### src/rtl/mem_port_arbiter.sv
// rtl/mem_port_arbiter.sv - round-robin IF/LS arbiter for the single memory port with bus timeout

module mux_addr #(
   parameter int WIDTH = 16
) (
   input  logic [WIDTH-1:0] in0,
   input  logic [WIDTH-1:0] in1,
   input  logic             sel,
   output logic [WIDTH-1:0] out
);

   assign out = sel ? in1 : in0;

endmodule

module mem_port_arbiter #(
   parameter int DATABUS_SIZE   = 32,
   parameter int ADDR_BUS_WIDTH = 16,
   parameter int TIMEOUT_CYCLES = 15
) (
   input  logic                      clk,
   input  logic                      reset,
   input  logic                      if_req,
   input  logic [ADDR_BUS_WIDTH-1:0] if_addr,
   output logic [DATABUS_SIZE-1:0]   if_rdata,
   output logic                      if_done,
   input  logic                      ls_req,
   input  logic                      ls_we,
   input  logic [ADDR_BUS_WIDTH-1:0] ls_addr,
   input  logic [DATABUS_SIZE-1:0]   ls_wdata,
   output logic [DATABUS_SIZE-1:0]   ls_rdata,
   output logic                      ls_done,
   output logic                      bus_err,
   output logic                      addr_sel,
   output logic                      mem_en,
   output logic                      mem_we,
   output logic [ADDR_BUS_WIDTH-1:0] mem_addr,
   output logic [DATABUS_SIZE-1:0]   mem_wdata,
   input  logic [DATABUS_SIZE-1:0]   mem_rdata,
   input  logic                      mem_ready
);

   localparam int CW = $clog2(TIMEOUT_CYCLES + 1);

   typedef enum logic [1:0] {IDLE, GNT_IF, GNT_LS, RESP} state_t;

   state_t          state;
   state_t          next_state;
   logic            last_grant;   // 0 = IF, 1 = LS
   logic            err_q;
   logic [CW-1:0]   cnt;
   logic            timeout;

   // addr_sel also identifies the done target while in RESP
   assign timeout   = (cnt == CW'(TIMEOUT_CYCLES - 1));
   assign mem_wdata = ls_wdata;

   mux_addr #(.WIDTH(ADDR_BUS_WIDTH)) u_mux_addr (
      .in0 (if_addr),
      .in1 (ls_addr),
      .sel (addr_sel),
      .out (mem_addr)
   );

   // state register
   always_ff @(posedge clk) begin
      if (reset) state <= IDLE;
      else       state <= next_state;
   end

   // next state: round-robin pick in IDLE, leave GNT on ready or timeout
   always_comb begin
      next_state = state;
      case (state)
         IDLE: begin
            if (if_req && ls_req) next_state = last_grant ? GNT_IF : GNT_LS;
            else if (if_req)      next_state = GNT_IF;
            else if (ls_req)      next_state = GNT_LS;
         end
         GNT_IF, GNT_LS: begin
            if (mem_ready || timeout) next_state = RESP;
         end
         RESP:    next_state = IDLE;
         default: next_state = IDLE;
      endcase
   end

   // outputs decoded from state; done goes to the requester held in addr_sel
   always_comb begin
      mem_en  = 1'b0;
      mem_we  = 1'b0;
      if_done = 1'b0;
      ls_done = 1'b0;
      bus_err = 1'b0;
      case (state)
         GNT_IF: mem_en = 1'b1;
         GNT_LS: begin
            mem_en = 1'b1;
            mem_we = ls_we;
         end
         RESP: begin
            if_done = !addr_sel;
            ls_done = addr_sel;
            bus_err = err_q;
         end
         default: ;
      endcase
   end

   // grant bookkeeping, timeout counter and read-data capture
   always_ff @(posedge clk) begin
      if (reset) begin
         last_grant <= 1'b1;
         addr_sel   <= 1'b0;
         err_q      <= 1'b0;
         cnt        <= '0;
         if_rdata   <= '0;
         ls_rdata   <= '0;
      end else begin
         case (state)
            IDLE: begin
               if (next_state == GNT_IF || next_state == GNT_LS) begin
                  last_grant <= (next_state == GNT_LS);
                  addr_sel   <= (next_state == GNT_LS);
                  cnt        <= '0;
               end
            end
            GNT_IF, GNT_LS: begin
               if (mem_ready) begin
                  err_q <= 1'b0;
                  if (state == GNT_IF) if_rdata <= mem_rdata;
                  else if (!ls_we)     ls_rdata <= mem_rdata;
               end else if (timeout) begin
                  err_q <= 1'b1;
                  if (state == GNT_IF) if_rdata <= '0;
                  else                 ls_rdata <= '0;
               end else begin
                  cnt <= cnt + CW'(1);
               end
            end
            default: ;
         endcase
      end
   end

endmodule

### config.mk
export PLATFORM = sky130hd
export DESIGN_NAME = mem_port_arbiter
export DESIGN_NICKNAME = d
export VERILOG_FILES = /design/src/rtl/mem_port_arbiter.sv
export SDC_FILE = /design/constraint.sdc
export NUM_CORES = 1
export LEC_CHECK = 0
export ABC_CLOCK_PERIOD_IN_PS = 3400
export CORE_ASPECT_RATIO = 2
export CORE_MARGIN = 2
export CORE_UTILIZATION = 37
export DETAILED_ROUTE_END_ITERATION = 6
export PLACE_DENSITY = 0.78
export SLEW_MARGIN = 0
export SYNTH_ARGS = -nofsm -noshare
export SYNTH_HDL_FRONTEND = slang
export SYNTH_SLANG_ARGS = --single-unit
### constraint.sdc
create_clock -name clk -period 3.4 [get_ports clk]
set_clock_uncertainty 0.15 [all_clocks]
set_input_delay 0.34 -clock clk [delete_from_list [all_inputs] [get_ports clk]]
set_output_delay 0.34 -clock clk [all_outputs]
set_load 0.01 [all_outputs]
# ---- Yosys cells after proc, flatten, opt, wreduce, memory -nomap -nowiden
# Index checks and enable logic that the tools add are counted.
dict set report totals {
  reg_bits 73
  input_bits 102
  out_inout_bits 118
  elab_cells 59
}
dict set report classes {
  n_addsub 1
  n_eq_ne 10
  muxes 27
  bitwise_logic 1
  n_reduce_logical 13
}
# op count
set op_table {}
lappend op_table {{$mux 32} 9}
lappend op_table {{$mux 16} 1}
lappend op_table {{$mux 4} 3}
lappend op_table {{$mux 2} 5}
lappend op_table {{$ne 2x2->1 const B} 4}
lappend op_table {{$pmux 4 s2} 1}
lappend op_table {{$reduce_and 4->1} 2}
lappend op_table {{$mux 1} 7}
lappend op_table {{$eq 2x2->1 const B} 3}
lappend op_table {{$pmux 2 s3} 1}
lappend op_table {{$add 4x1->4 const B} 1}
lappend op_table {{$eq 2x1->1 const B} 2}
lappend op_table {{$eq 4x4->1 const B} 1}
lappend op_table {{$reduce_and 2->1} 2}
lappend op_table {{$reduce_bool 2->1} 2}
lappend op_table {{$reduce_and 3->1} 1}
lappend op_table {{$logic_not 2->1} 1}
lappend op_table {{$logic_or 1x1->1} 2}
lappend op_table {{$reduce_or 2->1} 1}
lappend op_table {{$logic_and 1x1->1} 1}
lappend op_table {{$logic_not 1->1} 1}
lappend op_table {{$not 1->1} 1}

# ---- Longest topological paths before layout
dict set report depth {
  ltp_word 8
  ltp_mapped 10
  mapped_depth_nobuf 9
}

# ---- Cells and area by module
# From an unflattened synthesis, not the netlist that was laid out.
dict set report unflattened {
  hier_cells 462
  hier_area_um2 4399.2
}
# module n_inst cells_per_inst area_each_um2 seq_area_each_um2
set by_module_without_submodules {}
lappend by_module_without_submodules {mem_port_arbiter 1 444 4150.2 1461.4}
lappend by_module_without_submodules {mux_addr 1 18 249.0 0.0}

# ---- Worst setup path after synthesis
# OpenSTA, ideal clock, no wires.
dict set report synth_path {
  path_type {register -> register}
  start {register state[0]}
  end {register cnt[3]}
  setup_ps 130
  arrival_time_ps 2219
  required_time_ps 3120
  path_slack_ps 902
  stages_incl_launch_ff 11
  path_buffers 2
  synth_period_minus_slack_ps 2498
  path_cell_list {dfxtp_1 -> inv_1 -> ha_1 -> buf_4 -> buf_2 -> a21oi_1 -> a31o_2 -> ha_1 -> and2_1 -> a211oi_1 -> o32ai_1}
}
dict set report synth_between {
  elab_chain_cells 8
  elab_cells_between_ends 19
  classes_between {8 x eq/ne; 6 x mux; 5 x reduce/logical}
}
# element line
set synth_lines {}
lappend synth_lines {{from (decl)} 47} ;# state_t state;
lappend synth_lines {{from (signal assigned)} 68} ;# else state <= next_state;
lappend synth_lines {{$mux 2} 78} ;# else if (ls_req) next_state = GNT_LS;
lappend synth_lines {{$mux 2} 77} ;# else if (if_req) next_state = GNT_IF;
lappend synth_lines {{$mux 2} 76} ;# if (if_req && ls_req) next_state = last_grant ? GNT_IF : GNT_LS;
lappend synth_lines {{$pmux 2 s3} 74} ;# case (state)
lappend synth_lines {{$eq 2x1->1 or $eq 2x2->1 (tied branches)} 122} ;# if (next_state == GNT_IF || next_state == GNT_LS) begin
lappend synth_lines {{$logic_or 1x1->1} 122}
lappend synth_lines {{$ne 2x2->1 (no line)} --}
lappend synth_lines {{$reduce_and 4->1 (no line)} --}
lappend synth_lines {{to (signal assigned)} 138} ;# cnt <= cnt + CW'(1);
lappend synth_lines {{to (decl)} 51} ;# logic [CW-1:0] cnt;
# Parallel ways exist; a longest one is shown, timed or not.
# A chain may end at the register's enable or synchronous reset.

# ---- Worst setup path in the final report
dict set report layout_path {
  start {register cnt[0]}
  end {register cnt[0]}
}
dict set report layout_between {
  elab_chain_cells 8
  elab_cells_between_ends 14
  classes_between {1 x add/sub; 5 x eq/ne; 5 x mux; 3 x reduce/logical}
}
# element line
set layout_lines {}
lappend layout_lines {{$eq 4x4->1} 55} ;# assign timeout = (cnt == CW'(TIMEOUT_CYCLES - 1));
lappend layout_lines {{$logic_or 1x1->1} 81} ;# if (mem_ready || timeout) next_state = RESP;
lappend layout_lines {{$mux 2} 81}
lappend layout_lines {{$pmux 2 s3} 74}
lappend layout_lines {{$eq 2x1->1 or $eq 2x2->1 (tied branches)} 122}
lappend layout_lines {{$logic_or 1x1->1} 122}
lappend layout_lines {{$ne 2x2->1 (no line)} --}
lappend layout_lines {{$reduce_and 4->1 (no line)} --}
# Parallel ways exist; a longest one is shown, timed or not. The select of a mux whose other input is x is not followed.

==> impl_results.md <==
* Starting Density at 38.3%
* Metal-1 WL at 3780 µm
* Post-Syn Area at 0.00359 mm²
* Total gr overflow at 0
* Setup TNS Final at 0 ns
* Layout cells sized above 1 at 8.85%
* CTS Buffer Depth at 2
* Gpl congestion at 0.829
* Max-Cap Viols at 0
* Setup Fix Bufs, Post-CTS at 0
* Detailed Route Iter0 Violations at 215
* Final cell count without fillers at 635
* Synthesized flop and latch total at 73
* Synthesized net count at 533
* Mapped Cells at 423
* Distinct cells, synth at 37
* CTS tree: built
* Largest net degree at the start of global routing at 43
* FFs w/ async S/R, synth at 0%
* Yosys top cell area share at 40.7%
* Worst EP arrival at 2.64 ns
* I/O Buffers at 155
* Fin util at 54.9%
* H-Tree Level Count at 3
* Crit path capture type: register
* CP max FO at 6
* Clock buffer count from CTS at 9
* Synth Warn # at 0
* Row cnt at 50
* RSZ-0062 raised after global routing: false
* Total track usage at 22.0%
* Syn avg cell area at 8.49 µm²
* LEAKAGE at 0.00175 µW
* Synth top area cells: dfxtp_1 41%, o21ai_0 8.5%, buf_4 8.2%
* Layout Nets at 637
* I/O pin total at 220
* Slew headroom at 24.6%
* Area Overhead vs Synth at 43.6%
* Clk Latency, worst-skew pair at 0.32 ns
* First-pass GRT wire length at 17900 µm
* Final HPWL DP at 8650 µm
* Period utilization at 76.9%
* Slew Viols, Final at 0
* Worst Path Required at 3.43 ns
* Vias per std cell at 5.70
* Final setup fails at 0
* Worst setup SP type: register
* Root Driver: clkbuf_16
* CTS clk-pin slew, worst paths at 0.05 ns
* Initial antenna violation count at 0
* Met2 WL post-DR at 6620 µm
* N_diodes at 0
* Inst Count DP at 620
* Failing checks: design-rule violations
* Core ar. at 0.00938 mm²
* Fmax at 383 MHz
* Actual slew at the worst max-slew pin at 1.13 ns
* Most common cell after layout, fill and taps aside: clkdlybuf4s50_1
* Vias in the first global route at 3604
* Wire per inst at 18.7 µm
* Register area share after synthesis at 40.7%
* Die Wd at 73.7 µm
* Status: finished, violations left
* DR top layer: met4
* Via count at 3620
* DRC at 1
* Critical path class: register to register
* Post-CTS sizing at 0
* Die ar. at 0.0106 mm²
* WL final at 11900 µm
* Most frequent cells in the layout: 153 x clkdlybuf4s50_1, 73 x dfxtp_1, 61 x o21ai_0, 37 x nand2_1, 37 x a21oi_1
* FILL cells at 850
* Main synth FF type: dfxtp_1
* Max VDD drop at 0.334 mV
* Hold Vio Cnt, Final at 0
* Post-synth EDFFs at 0
* HP Class: register to register
* Total clock sinks at 73
* Tmin final at 2.61 ns
* Chip Height at 143 µm
* 1st-pass router iterations at 7
* Cell taking the most area after synthesis: dfxtp_1
* Pwr/cell area at 636 mW/mm²
* Slack of the worst reg-to-reg path at 0.79 ns
* DRT antenna net count at 0
* Hold_buf cts at 0
* DR WL met3 at 968 µm
==> worst paths after layout <==
| check | startpoint | cells after the start | to |
|---|---|---|---|
| worst max-delay path | cnt[0] | 9 | cnt[0] |
| worst min-delay path | ls_rdata[13] | 2 | ls_rdata[13] |
| worst max register to register | cnt[0] | 9 | cnt[0] |
| worst min register to register | ls_rdata[13] | 2 | ls_rdata[13] |
==> power by group <==
part           internal, µW  total [µW]  switching, µW
clock network           601         930            329
registers               967        1050           87.2
logic                   612        1300            684
==> worst max-delay path, cell delays in order, from the launching register on <==
cell     delay (ns)
dfxtp_1        0.40
inv_1          0.09
ha_1           0.30
a311o_1        0.39
a21oi_1        0.23
a31o_2         0.14
ha_1           0.25
and2_1         0.20
o21ai_0        0.20
a31oi_1        0.13
==> stage by stage <==
step           total power, µW  hold WS (ns)  area, µm²  worst slack, ns
6_report                  3280         0.306       5160            0.786
3_5_place_dp              2350         0.294       4860            0.850
2_1_floorplan             1830         0.278       3590            0.902
5_1_grt                   3450         0.332       5160            0.579
4_1_cts                   3290         0.309       5160            0.831
3_3_place_gp              2320         0.288       4860            0.958
==> flip-flops by register name (all words and copies together), names as in the netlist <==
register,count
state,2
ls_rdata,32
if_rdata,32
last_grant,1
cnt,4
err_q,1
addr_sel,1
==> kinds of logic after synthesis <==
| kind of cell | Yosys count | share of synthesized area, % |
|---|---|---|
| compound gates | 119 | 18.3 |
| xor+xnor | 1 | 0.244 |
| buf+inv | 78 | 13.9 |
| simple gates | 128 | 19.0 |
| flops | 73 | 40.7 |
| fa+ha+maj | 8 | 2.79 |
| mux | 16 | 5.02 |
==> area by class of cell <==
cell class / count / area, µm² / area share (%)
multi-input combinational: 272 / 1630 / 31.6
timing repair buffer: 165 / 1620 / 31.4
sequential: 73 / 1460 / 28.3
clock buffer: 12 / 256 / 4.97
tap: 104 / 130 / 2.52
clock inverter: 3 / 40.0 / 0.777
inverter: 6 / 22.5 / 0.437
==> cell usage after synthesis (2+ instances only) <==
cell	n
a211oi_1	3
a21oi_1	37
a311o_1	2
a31o_2	2
a31oi_1	2
and2_1	4
buf_2	5
buf_4	39
buf_6	7
clkbuf_1	19
clkbuf_2	2
dfxtp_1	73
ha_1	8
inv_1	6
mux2_2	16
nand2_1	37
nand2b_1	6
nand3_1	36
nand4_1	33
nand4b_1	2
nor2_1	2
nor2b_1	2
o21ai_0	61
o21ai_1	6
==> per-layer routing <==
| layer | vias to the layer above | track usage, % |
|---|---|---|
| li1 | 1684 | - |
| met5 | - | 0 |
| met4 | 0 | 13.4 |
| met3 | 48 | 3.51 |
| met1 | 1692 | 21.3 |
| met2 | 196 | 41.3 |
Power figures use the tool's default switching activity.
